==> src/rtl/stepper_pkg.sv <==
// Shared types, phase table and phase-advance helper for the stepper sequencer.
package stepper_pkg;

    typedef enum logic {
        S_IDLE,
        S_RUN
    } state_t;

    localparam logic [3:0] COAST = 4'b0000;

    // Even indices are the full-step patterns; odd indices are the half-step in-betweens.
    localparam logic [3:0] PHASE_LUT [0:7] = '{
        4'b1001, 4'b0001, 4'b0101, 4'b0100,
        4'b0110, 4'b0010, 4'b1010, 4'b1000
    };

    typedef struct packed {
        logic [2:0]        idx;
        logic signed [2:0] delta;
    } step_t;

    // Full-step from an odd index moves by one so the rotor snaps back onto a full-step pattern.
    function automatic step_t next_idx(input logic [2:0] idx, input logic dir, input logic half);
        logic [2:0] inc;
        step_t      r;
        inc = (half || idx[0]) ? 3'd1 : 3'd2;
        if (dir) begin
            r.idx   = idx + inc;
            r.delta = signed'(inc);
        end else begin
            r.idx   = idx - inc;
            r.delta = -signed'(inc);
        end
        return r;
    endfunction

endpackage

==> src/rtl/step_prescaler.sv <==
// Step-period down-counter: ticks while the count is zero, reloads on load.
module step_prescaler #(
    parameter int unsigned DIV_W = 16
) (
    input  logic             clk,
    input  logic             rst,
    input  logic             load,
    input  logic [DIV_W-1:0] value,
    output logic             tick
);

    logic [DIV_W-1:0] count;

    // Load has priority; otherwise count down and park at zero.
    always_ff @(posedge clk) begin
        if (rst) begin
            count <= '0;
        end else if (load) begin
            count <= value;
        end else if (count != '0) begin
            count <= count - DIV_W'(1);
        end
    end

    assign tick = (count == '0);

endmodule

==> src/rtl/stepper_sequencer.sv <==
// Stepper H-bridge sequencer: command handshake, step-rate control, abort and position tracking.
module stepper_sequencer
    import stepper_pkg::*;
#(
    parameter int unsigned CNT_W = 32,
    parameter int unsigned DIV_W = 16,
    parameter int unsigned POS_W = 32
) (
    input  logic                    clk,
    input  logic                    PRESET,
    input  logic                    cmd_valid,
    output logic                    cmd_ready,
    input  logic [CNT_W-1:0]        cmd_count,
    input  logic                    cmd_dir,
    input  logic                    cmd_half,
    input  logic [DIV_W-1:0]        cmd_div,
    input  logic                    abort,
    input  logic                    hold_en,
    output logic [3:0]              hb_state,
    output logic                    busy,
    output logic                    done,
    output logic                    aborted,
    output logic [CNT_W-1:0]        steps_left,
    output logic signed [POS_W-1:0] position,
    output logic [2:0]              phase_idx
);

    state_t           state, state_nxt;
    logic             dir_q, half_q;
    logic [DIV_W-1:0] div_q;
    logic             tick;
    logic             accept, advance, finish, abort_end;
    logic             step_dir, step_half;
    logic [DIV_W-1:0] presc_val;
    step_t            step;

    // The first advance happens on the accept edge, so it must use the live command fields.
    assign step_dir  = accept ? cmd_dir  : dir_q;
    assign step_half = accept ? cmd_half : half_q;
    assign presc_val = accept ? cmd_div  : div_q;
    assign step      = next_idx(phase_idx, step_dir, step_half);

    assign cmd_ready = (state == S_IDLE);
    assign busy      = (state == S_RUN);

    step_prescaler #(.DIV_W(DIV_W)) u_presc (
        .clk   (clk),
        .rst   (PRESET),
        .load  (advance),
        .value (presc_val),
        .tick  (tick)
    );

    // State register.
    always_ff @(posedge clk) begin
        if (PRESET) state <= S_IDLE;
        else        state <= state_nxt;
    end

    // Next state and datapath controls; abort wins over a same-cycle prescaler expiry.
    always_comb begin
        state_nxt = state;
        accept    = 1'b0;
        advance   = 1'b0;
        finish    = 1'b0;
        abort_end = 1'b0;
        case (state)
            S_IDLE: begin
                if (cmd_valid) begin
                    accept = 1'b1;
                    if (cmd_count != '0) begin
                        state_nxt = S_RUN;
                        advance   = 1'b1;
                    end else begin
                        finish = 1'b1;
                    end
                end
            end
            S_RUN: begin
                if (abort) begin
                    state_nxt = S_IDLE;
                    abort_end = 1'b1;
                end else if (tick) begin
                    if (steps_left != '0) begin
                        advance = 1'b1;
                    end else begin
                        state_nxt = S_IDLE;
                        finish    = 1'b1;
                    end
                end
            end
            default: state_nxt = S_IDLE;
        endcase
    end

    // Command latch, phase index, position, remaining count and completion flags.
    always_ff @(posedge clk) begin
        if (PRESET) begin
            dir_q      <= 1'b0;
            half_q     <= 1'b0;
            div_q      <= '0;
            phase_idx  <= '0;
            position   <= '0;
            steps_left <= '0;
            done       <= 1'b0;
            aborted    <= 1'b0;
        end else begin
            done <= finish | abort_end;
            if (accept) begin
                dir_q      <= cmd_dir;
                half_q     <= cmd_half;
                div_q      <= cmd_div;
                aborted    <= 1'b0;
                steps_left <= (cmd_count != '0) ? cmd_count - CNT_W'(1) : '0;
            end else if (advance) begin
                steps_left <= steps_left - CNT_W'(1);
            end
            if (abort_end) aborted <= 1'b1;
            if (advance) begin
                phase_idx <= step.idx;
                position  <= position + {{(POS_W-3){step.delta[2]}}, step.delta};
            end
        end
    end

    // Drive pattern: always energised while running, hold or coast when idle.
    always_comb begin
        hb_state = COAST;
        if (state == S_RUN || hold_en) hb_state = PHASE_LUT[phase_idx];
    end

endmodule
==> config.mk <==
export PLATFORM = sky130hd
export DESIGN_NAME = stepper_sequencer
export DESIGN_NICKNAME = d
export VERILOG_FILES = /design/src/rtl/stepper_pkg.sv /design/src/rtl/step_prescaler.sv /design/src/rtl/stepper_sequencer.sv
export SDC_FILE = /design/constraint.sdc
export NUM_CORES = 1
export LEC_CHECK = 0
export ABC_CLOCK_PERIOD_IN_PS = 4250
export BUFFER_PORTS_ARGS = -buffer_cell sky130_fd_sc_hd__buf_2
export CAP_MARGIN = 20
export CORE_MARGIN = 8
export CORE_UTILIZATION = 53
export CTS_BUF_LIST = sky130_fd_sc_hd__clkbuf_8
export CTS_CLUSTER_DIAMETER = 50
export DETAILED_ROUTE_END_ITERATION = 12
export GPL_ROUTABILITY_DRIVEN = 0
export PLACE_DENSITY_LB_ADDON = 0.25
export SLEW_MARGIN = 20
export SYNTH_ARGS = -nofsm -noshare
export SYNTH_HDL_FRONTEND = slang
export SYNTH_HIERARCHICAL = 1
export SYNTH_SLANG_ARGS = --single-unit
==> constraint.sdc <==
create_clock -name clk -period 4.25 [get_ports clk]
set_clock_uncertainty 0.2 [all_clocks]
set_input_delay 0.425 -clock clk [delete_from_list [all_inputs] [get_ports clk]]
set_output_delay 0.425 -clock clk [all_outputs]
set_load 0.1 [all_outputs]
# Word level (Yosys, flattened, before mapping)
# Memories as Yosys holds them, arrays and structs flattened.
# Cells that the tools add are included.
[word_totals]
reg_bits = 104
mem_bits_ro = 32
output_inout_bits = 75
elab_cells = 65
n_memories = 1
[mem_list]
columns = ["name", "words", "word_bits", "rd", "rd_ports_with_merged_regs", "wr", "line_no", "text"]
rows = [
  ["(name not given)", 8, 4, 1, 0, 0, "stepper_sequencer.sv:129", "if (state == S_RUN || hold_en) hb_state = PHASE_LUT[phase_idx];"],
]
[classes]
addsub = 7
n_lt_le_gt_ge = 1
n_mux = 34
bitwise = 3
n_reduce_logical = 9
[op_table]
columns = ["cell", "count"]
rows = [
  ["32-bit 2-to-1 mux", 3],
  ["32-bit nonzero test", 2],
  ["32-bit by 1-bit subtractor with 32-bit output (second input constant)", 2],
  ["16-bit 2-to-1 mux", 3],
  ["32-bit adder", 1],
  ["1-bit 2-to-1 mux", 20],
  ["16-bit logical NOT", 1],
  ["16-bit nonzero test", 1],
  ["16-bit by 1-bit subtractor with 16-bit output (second input constant)", 1],
  ["4-bit 2-to-1 mux", 3],
  ["6-bit 2-to-1 mux", 1],
  ["1-bit case mux with 2 select lines", 3],
  ["2-bit nonzero test", 3],
  ["4-bit >= comparator (second input constant)", 1],
  ["3-bit NOT with 4-bit output", 1],
  ["3-bit by 2-bit adder with 3-bit output", 1],
  ["2-bit negator with 3-bit output", 1],
  ["3-bit by 2-bit subtractor with 3-bit output", 1],
  ["1-bit logical OR", 2],
  ["2-bit 2-to-1 mux", 1],
  ["1-bit NOT", 1],
  ["1-bit OR", 1],
]

# Depth between registers and ports, before layout
# Gate-level depths: netlist of the first run.
[logic_depth]
ltp_word = 8
mapped_depth = 16
mapped_depth_nobuf = 16

# Modules after synthesis
# Netlist of the first run, hierarchy kept.
[modules_own_cells]
columns = ["mod", "instances", "cells_per_inst", "area_per_inst_um2", "seq_area_each_um2"]
rows = [
  ["stepper_sequencer", 1, 851, 6291.0, 1761.7],
  ["step_prescaler", 1, 116, 964.7, 320.3],
]

# Least setup slack after synthesis of the first run
# No wires, ideal clock.
[synth_path]
path_kind = "reg-to-reg"
start = "register state, in the netlist busy"
end = "register position[31]"
setup_ps = 123
arrival_ps = 4934
required_ps = 3927
path_slack_ps = -1008
path_stages_with_launch = 16
synth_period_minus_slack_ps = 5258
cell_sequence = "dfxtp_1 > inv_1 > nand2_1 > nand2_1 > nand2_1 > inv_1 > ha_1 > a21o_1 > a21o_1 > a2111oi_0 > nand3_1 > a31oi_1 > o21ai_0 > a22o_1 > a31oi_1 > mux2_1"
[synth_between]
word_cells_on_any_way = 10
[synth_rtl]
columns = ["item", "line_no", "text"]
rows = [
  ["start, declared", "stepper_sequencer.sv:28", "state_t state, state_nxt;"],
  ["start signal, assigned", "stepper_sequencer.sv:57", "else state <= state_nxt;"],
  ["1-bit NOT", "-", ""],
  ["named net cmd_ready", "stepper_sequencer.sv:12", "output logic cmd_ready,"],
  ["1-bit case mux with 2 select lines", "stepper_sequencer.sv:67", "case (state)"],
  ["end signal, assigned", "stepper_sequencer.sv:121", "position <= position + {{(POS_W-3){step.delta[2]}}, step.delta};"],
  ["end, declared", "stepper_sequencer.sv:24", "output logic signed [POS_W-1:0] position,"],
]
# The timed path passes the listed nets, and every way through them passes these cells.
# A chain may end at the register's enable or synchronous reset.

# Final worst setup path of the first run
[layout_path]
start = "register state, in the netlist busy"
end = "register position[26]"
[layout_between]
elab_chain_len = 7
word_cells_on_any_way = 10
[layout_lines]
columns = ["item", "line_no", "text"]
rows = [
  ["1-bit 2-to-1 mux", "stepper_sequencer.sv:67", ""],
  ["1-bit 2-to-1 mux", "-", ""],
  ["1-bit logical OR", "stepper_pkg.sv:26", "inc = (half || idx[0]) ? 3'd1 : 3'd2;"],
  ["2-bit 2-to-1 mux", "stepper_pkg.sv:26", ""],
  ["2-bit negator with 3-bit output", "stepper_pkg.sv:32", "r.delta = -signed'(inc);"],
  ["6-bit 2-to-1 mux", "stepper_pkg.sv:27", "if (dir) begin"],
  ["32-bit adder", "stepper_sequencer.sv:121", ""],
]
# Parallel ways exist; a longest one is shown, timed or not.

==> impl_metrics.tcl, run 1 <==
set metrics [dict create \
    cts-root-buf "clkbuf_8" \
    post-route-drc-count 0 \
    grt_pass1_vias 6834 \
    critPathLaunchType "register" \
    cp_common_cell "o21a_1" \
    synth_top_area_frac 0.287 \
    rsz0062_at_grt "no" \
    setup_tns_ns 0 \
    critical_path_class "register to register" \
    p_switching_mw 3.20 \
    synthesis.nets 1059 \
    dp_hpwl_um 15000 \
    cts_tree "done" \
    via_per_inst 5.82 \
    timing.slew.headroom 0.336 \
    nets 1175 \
    syn_area_per_cell_sq_um 7.50 \
    finalPower_mw 5.87 \
    post_dp_cell_area_sq_um 8130 \
    layout-drive-gt1-share 0.190 \
    clkLatencyLatePin_ns 0.39 \
    htreeDepth 3 \
    slew_violations 0 \
    clkSinkCount 104 \
    cpMaxStageDelayCell "dfxtp_4" \
    period_share 0.926 \
    cap_violations 0 \
    cp.arrival_ns 4.04 \
    final_area_sq_um 8320 \
    p_int_mw 2.67 \
    synthCells 967 \
    routed_wl_um 20400 \
    cts_buffer_depth 2 \
    vias 7354 \
    antenna_left 0 \
    sw_frac_of_total 0.545 \
    start_util 0.546 \
    synth_ff_type "dfxtp_1" \
    postCtsResizedCells 0 \
    end_kind "register" \
    wl_per_cell_um 16.1 \
    die-area_sq_um 17700 \
    yosys.area.top_type "dfxtp_1" \
    dp_cells 1248 \
    drtPass1Iterations 5 \
    p_seq_frac 0.243 \
    p_per_area_nw_per_um2 705 \
    cp_max_fo 27 \
    synthTopCellsByArea "dfxtp_1, a21oi_1, nand2_1" \
    cts_hold_buf 0 \
    numCtsBuffers 9 \
    placement_rows 42 \
    grt-ovfl-total 0 \
    worstPathCellList "nor2b_2 -> buf_4 -> mux2i_1 -> nand2b_1 -> ha_1 -> inv_1 -> fa_1 -> nor2b_1 -> o21a_1 -> o21a_1 -> o31a_1 -> o21ai_0 -> nand2_1 -> a311oi_1 -> xnor2_1 -> a21o_1" \
    synth-edff-count 0 \
    hold_path.startpoint "cmd_div[10]" \
    seq_area_frac_synth 0.287 \
    leakagePower_nw 3.62 \
    first_iter_violations 618 \
    setup_viol 0 \
    synth_area_sq_um 7260 \
    max_stage_delay_ns 0.39 \
    ios 130 \
    worstPathRequired_ns 4.35 \
    startpoint "busy" \
    reg2reg_from "busy" \
    fmax_mhz 254 \
    p_clk_frac 0.109 \
    n_antenna_cell 0 \
    portBuffers 129 \
    synthArstFlopShare 0 \
    fp.dieW_um 133 \
    fin_cells 1264 \
    chipHeight_um 133 \
    synthDistinctLibCells 75 \
    peakVddDrop_mv 0.472 \
    ys_warn_count 6 \
    clkTransAtPathRegs_ns 0.11 \
    hold_path_class "primary input to register" \
    post_cts_buffers 0 \
    area_growth_pct 14.7 \
    ys_ff_latch 104 \
    antenna_found_initial 0 \
    worst-slew-pin-transition_ns 0.986 \
    fin_util 0.626 \
    grt_max_degree 59 \
    grt_pass1_wl_um 33600 \
    hold_viol_final 0 \
    status "completed" \
    combPwrFrac 0.648 \
    grtUsageTotal 0.225 \
    core_area_sq_um 13300 \
    period_minus_slack_ns 3.94 \
]
[flip-flops by register name, summed over array words and instances (netlist names)]
| signal | cells |
|---|---|
| aborted | 1 |
| busy | 1 |
| dir_q | 1 |
| div_q | 16 |
| done | 1 |
| half_q | 1 |
| phase_idx | 3 |
| position | 32 |
| steps_left | 32 |
| u_presc/count | 16 |
[layout make-up]
class	count	area, sq um
clock buffers	10	138
clock inverters	6	57.6
fillers	1268	4970
inverters	25	101
multi-input cells	796	4930
flip-flops and latches	104	2090
well taps	176	220
repair buffers	147	783
[synth_stat cells (all sizes together) (4+ instances only)]
library cell  instances
a211oi               16
a21o                 22
a21oi               123
a22o                  4
a22oi                 6
a31o                  4
a31oi                 6
and2                  5
buf                  14
clkbuf               28
dfxtp               104
ha                   35
inv                  25
nand2               150
nand3                28
nand3b                5
nand4                12
nand4b                5
nor2                 92
nor2b                11
nor3                 50
nor3b                 4
nor4                 14
o21a                  5
o21ai                45
o21bai                5
o221ai                4
o31ai                 6
or3                  13
or4                  11
xnor2                47
xor2                 20
[path summary, 6_finish.rpt]
path	end	slack, ns	cells after the start
setup / recovery	position[26]	0.31	16
hold / removal	div_q[10]	0.08	3
setup reg to reg	position[26]	0.31	16
hold reg to reg	div_q[0]	0.27	2
[layout by cell type (no fill, tap or decap), drive strengths merged, types with 3 or more instances in the layout]
cell,count
nand2,150
buf,147
a21oi,123
dfxtp,104
nor2,92
nor3,50
xnor2,47
o21ai,45
ha,35
inv,29
nand3,28
a21o,22
xor2,20
a211oi,16
nor4,14
or3,13
nand4,12
nor2b,11
or4,11
clkbuf,10
a22oi,6
a31oi,6
o31ai,6
o21a,5
o21bai,5
nand3b,5
and2,5
nand4b,5
a31o,4
a22o,4
o221ai,4
nor3b,4
or2,3
mux2i,3
nand2b,3
o211ai,3
a311oi,3
and3,3
a221oi,3
[power groups by stage]
stage	Clock (mW)	Combinational (mW)	Sequential, mW
floorplan	0	2.17	2.39
detailed placement	0	3.76	1.45
finish	0.639	3.80	1.43
global route	0.699	4.12	1.46
global placement	0	3.73	1.44
CTS	0.663	3.78	1.43
[cell families after synthesis]
family,count (synthesis),synth area share
AND/OR/NAND/NOR,420,0.293
AO/OA/AOI/OAI,268,0.225
multiplexers,4,0.00569
adder cells (fa/ha/maj),37,0.0659
buffers and inverters,67,0.0428
flip-flops,104,0.287
XOR/XNOR,67,0.0809
[per-layer routing]
layer	up-vias	wire length, um	GRT usage
li1	3708	-	-
met1	3403	9300	0.293
met2	216	9400	0.361
met3	27	1240	0.0450
met4	0	419	0.0757
met5	-	0	0
[through the flow]
| stage | hold slack (ns) | worst slack [ns] |
|---|---|---|
| 3_5_place_dp | 0.256 | 0.176 |
| 6_report | 0.0821 | 0.314 |
| 2_1_floorplan | 0.244 | -0.217 |
| 5_1_grt | 0.0705 | 0.0894 |
| 4_1_cts | 0.0534 | 0.345 |
| 3_3_place_gp | 0.250 | 0.292 |
[critical path, delay by kind of cell, from the launching register on]
| kind | cells | cell delay [ns] |
|---|---|---|
| and+or+nand+nor | 4 | 0.47 |
| buffers and inverters | 2 | 0.43 |
| DFF | 1 | 0.39 |
| AOI/OAI and AO/OA | 6 | 1.54 |
| adders and majority gates | 2 | 0.41 |
| xor gates and xnor gates | 1 | 0.10 |
| muxes | 1 | 0.32 |
Power figures use the tool's default switching activity.
==> run 2, diff against run 1 <==
--- a/config.mk
+++ b/config.mk
@@ -14,6 +14,7 @@
 export CTS_CLUSTER_DIAMETER = 50
 export DETAILED_ROUTE_END_ITERATION = 12
 export GPL_ROUTABILITY_DRIVEN = 0
+export GPL_TIMING_DRIVEN = 0
 export PLACE_DENSITY_LB_ADDON = 0.25
 export SLEW_MARGIN = 20
 export SYNTH_ARGS = -nofsm -noshare
==> impl_metrics.tcl, run 2 (synthesis gave the netlist of run 1 again) <==
set metrics [dict create \
    status "completed" \
    wl_per_cell_um 17.1 \
    grtUsageTotal 0.247 \
    finalHoldWorstSlack_ns 0.0782 \
    reg_top3 "position (32), steps_left (32)" \
    grt-ovfl-total 0 \
    vias 7758 \
    cts_tree "done" \
    clkLatencyLatePin_ns 0.39 \
    layout-drive-gt1-share 0.189 \
    fillers 1233 \
    cp.arrival_ns 4.15 \
    end_kind "register" \
    drtPass1Iterations 5 \
    cp_max_fo 14 \
    portBuffers 129 \
    regArea_sq_um 2090 \
    via_per_inst 6.00 \
    worst-slew-pin-transition_ns 0.926 \
    chipHeight_um 133 \
    cts-root-buf "clkbuf_8" \
    numCtsBuffers 9 \
    cpMaxStageDelayCell "dfxtp_4" \
    core_area_sq_um 13300 \
    nets 1203 \
    hold_path_class "primary input to register" \
    setup_viol 0 \
    leakagePower_nw 3.68 \
    placement_rows 42 \
    final_cell_mix "nand2_1, buf_2, a21oi_1" \
    antenna_left 0 \
    grt_pass1_vias 7323 \
    dp_hpwl_um 16400 \
    period_share 0.953 \
    start_util 0.546 \
    multiInputGateArea_sq_um 4950 \
    ff2ff_setup_slack_ns 0.20 \
    dp_cells 1272 \
    clkSinkCount 104 \
    cts_buffer_depth 2 \
    period_minus_slack_ns 4.05 \
    timing.slew.headroom 0.377 \
    cts_hold_buf 0 \
    crit_family "compound AO/OA/AOI/OAI gates" \
    worstPathRequired_ns 4.35 \
    p_per_area_nw_per_um2 702 \
    peakVddDrop_mv 0.459 \
    grt_pass1_wl_um 36400 \
    first_iter_violations 724 \
    final_area_sq_um 8510 \
    post-route-drc-count 0 \
    final_common_cell "nand2_1" \
    grt_max_degree 19 \
    fp.dieW_um 133 \
    worstPathCellList "nor2b_1 -> clkbuf_4 -> nand2_1 -> nand2_2 -> clkinvlp_4 -> buf_12 -> ha_1 -> a21oi_1 -> o21ai_0 -> a22oi_1 -> nand3_1 -> a31oi_1 -> o21ai_2 -> a22o_1 -> a31oi_1 -> mux2_1" \
    routed_wl_um 22100 \
    cp_common_cell "a31oi_1" \
    htreeDepth 3 \
    fmax_mhz 247 \
    fin_cells 1293 \
    critical_path_class "register to register" \
    max_stage_delay_ns 0.39 \
    clkTransAtPathRegs_ns 0.12 \
    post_dp_cell_area_sq_um 8210 \
    cp_num_buf_inv 3 \
    die-area_sq_um 17700 \
    ios 130 \
    critPathLaunchType "register" \
    area_growth_pct 17.3 \
    slew_violations 0 \
    hold_viol_final 0 \
    antenna_found_initial 1 \
    cap_violations 0 \
]
[run 2: cell type report]
class	count	share of cell area
Antenna cell	1	0.000294
Buffer	41	0.0281
Clock buffer	9	0.0146
Clock inverter	7	0.00897
Inverter	25	0.0119
Multi-Input combinational cell	796	0.582
Sequential cell	104	0.245
Tap cell	176	0.0259
Timing Repair Buffer	133	0.0823
Timing Repair inverter	1	0.000882
[run 2: per-stage QoR]
step	utilization	setup TNS, ns	setup WS [ns]	power (mW)
finish	0.640	0	0.198	5.97
detailed placement	0.618	-12.13	-0.896	5.23
floorplan	-	-1.17	-0.217	4.56
global placement	0.618	-11.14	-0.844	5.19
global route	0.640	-0.0126	-0.0126	6.38
CTS	0.638	0	0.00406	5.93
[run 2: power by group]
part           leakage [nW]  switching, mW  internal [mW]  total [mW]
sequential            0.855          0.230           1.20        1.43
clock                 0.108          0.389          0.281       0.670
combinational          2.72           2.61           1.27        3.87
total                  3.68           3.23           2.75        5.97
[run 2: tightest hold or removal path, delay by kind of cell]
family,cells,cell delay [ns]
buffers and inverters,1,0.10
and+or+nand+nor,1,0.06
AOI/OAI and AO/OA,1,0.05
[run 2: final timing paths]
| check | start | to | cells past startpoint |
|---|---|---|---|
| worst max-delay path | busy | position[31] | 16 |
| worst min-delay path | cmd_div[14] | div_q[14] | 3 |
| worst max register to register | busy | position[31] | 16 |
| worst min register to register | div_q[11] | div_q[11] | 2 |
[run 2: per-layer routing]
metal / vias to the layer above / global-route usage / wire [um]
met2: 350 / 0.390 / 9930
li1: 3768 / - / -
met5: - / 0 / 0
met4: 0 / 0.0978 / 563
met1: 3595 / 0.326 / 9820
met3: 45 / 0.0413 / 1770
[run 2: what timing repair did]
item                                    in CTS  in global routing
resized for setup                            7                  8
endpoints found under the setup margin      33                 12
gates cloned                                 1                  0
setup buffers                                3                  1
==> run 3, diff against run 2 <==
==> constraint.sdc (replaced) <==
create_clock -name clk -period 4.25 [get_ports clk]
set_clock_uncertainty 0.2 [all_clocks]
set_input_delay 0.85 -clock clk [delete_from_list [all_inputs] [get_ports clk]]
set_output_delay 0.85 -clock clk [all_outputs]
set_load 0.1 [all_outputs]
==> impl_metrics.tcl, run 3 (synthesis gave the netlist of run 1 again) <==
set metrics [dict create \
    status "completed" \
    grt_pass1_vias 7326 \
    ff2ff_path_depth 16 \
    end_kind "register" \
    worstPathRequired_ns 4.30 \
    die-area_sq_um 17700 \
    period_share 0.963 \
    htreeDepth 3 \
    drtPass1Iterations 6 \
    post-route-drc-count 0 \
    antenna_found_initial 1 \
    cp_num_buf_inv 5 \
    grt_max_degree 19 \
    first_iter_violations 701 \
    wl_per_cell_um 17.1 \
    post_dp_cell_area_sq_um 8210 \
    setup_slack_ns 0.157 \
    path_depth 18 \
    clkSinkCount 104 \
    grt-ovfl-total 0 \
    reg_top3 "position (32), steps_left (32)" \
    critical_path_class "primary input to register" \
    max_stage_delay_ns 0.39 \
    p_per_area_nw_per_um2 702 \
    period_minus_slack_ns 4.09 \
    min_to "div_q[11]" \
    via_per_inst 6.03 \
    r2r_end "u_presc/count[13]" \
    portBuffers 129 \
    setup_viol 0 \
    cap_violations 0 \
    reg2reg_from "u_presc/count[0]" \
    final_cell_mix "nand2_1, buf_2, a21oi_1" \
    fmax_mhz 244 \
    cts_hold_buf 0 \
    startpoint "cmd_valid" \
    hold_path_depth 2 \
    dp_slack_ns -1.32 \
    final_common_cell "nand2_1" \
    clkLatencyLatePin_ns 0.39 \
    fp.dieW_um 133 \
    fin_util 0.647 \
    numCtsBuffers 9 \
    cpMaxStageDelayCell "or3_1" \
    hold_viol_final 0 \
    crit_family "compound AO/OA/AOI/OAI gates" \
    worst-slew-pin-transition_ns 0.897 \
    nets 1207 \
    leakagePower_nw 3.71 \
    cts_buffer_depth 2 \
    layout-drive-gt1-share 0.197 \
    hold_path.startpoint "div_q[11]" \
    grt_pass1_wl_um 36400 \
    cts_tree "done" \
    core_area_sq_um 13300 \
    slew_violations 0 \
    final_area_sq_um 8600 \
    vias 7816 \
    critPathLaunchType "primary input" \
    start_util 0.546 \
    peakVddDrop_mv 0.460 \
    clkTransAtPathRegs_ns 0.11 \
    cp.arrival_ns 4.14 \
    chipHeight_um 133 \
    ff2ff_setup_slack_ns 0.23 \
    grtUsageTotal 0.247 \
    routed_wl_um 22200 \
    timing.slew.headroom 0.396 \
    area_growth_pct 18.5 \
    dp_hpwl_um 16400 \
    hold_path_class "register to register" \
    placement_rows 42 \
    fillers 1220 \
    antenna_left 0 \
    ios 130 \
    worstPathCellList "buf_2 -> nor2b_1 -> buf_4 -> nand2_1 -> nand2_4 -> clkinvlp_4 -> buf_12 -> buf_12 -> ha_1 -> nor2b_1 -> o21a_1 -> o21a_1 -> o31a_1 -> o21ai_0 -> a21oi_1 -> or3_1 -> nand3_1 -> a21oi_1" \
    cts-root-buf "clkbuf_8" \
    cp_max_fo 14 \
]
[run 3: layout make-up]
type	count	area [sq um]	share of cell area
inverters	25	101	0.0118
repair inverters	1	7.51	0.000873
flip-flops and latches	104	2090	0.243
diodes	1	2.50	0.000291
clock buffers	9	124	0.0144
clock inverters	7	76.3	0.00888
plain buffers	41	243	0.0282
repair buffers	137	743	0.0864
multi-input cells	796	4990	0.581
well taps	176	220	0.0256
[run 3: per-stage QoR]
step / cells / setup TNS, ns / hold WS [ns] / total power, mW
global route: 1297 / -0.0114 / 0.281 / 6.45
floorplan: 967 / -1.17 / 0.244 / 4.56
finish: 1297 / 0 / 0.269 / 6.04
detailed placement: 1272 / -23.32 / 0.256 / 5.23
CTS: 1292 / 0 / 0.271 / 5.94
global placement: 1272 / -22.21 / 0.251 / 5.19
[run 3: worst max-delay path by stage]
stage / endpoint
global route: position[31]
CTS: u_presc/count[13]
detailed placement: position[31]
floorplan: position[31]
finish: position[28]
global placement: position[31]
[run 3: what timing repair did]
action | CTS | global route
setup endpoints to repair | 35 | 20
pin swaps | 0 | 1
setup buffers | 3 | 5
gates resized for setup | 8 | 19
gates cloned | 1 | 0
[run 3: routing by layer]
layer | GRT usage | up-vias | share of wire
li1 | - | 3770 | -
met1 | 0.326 | 3621 | 0.44
met2 | 0.390 | 375 | 0.45
met3 | 0.0413 | 50 | 0.088
met4 | 0.0978 | 0 | 0.030
met5 | 0 | - | 0
[run 3: report_power, final]
| part | leakage, nW | internal, mW | switching [mW] |
|---|---|---|---|
| registers | 0.855 | 1.20 | 0.230 |
| clock network | 0.108 | 0.281 | 0.389 |
| logic | 2.75 | 1.30 | 2.65 |
[run 3: worst min-delay path: stages (launching register included)]
cell and delay, ns:
dfxtp_1 0.31, nand2_1 0.06, a21oi_1 0.06
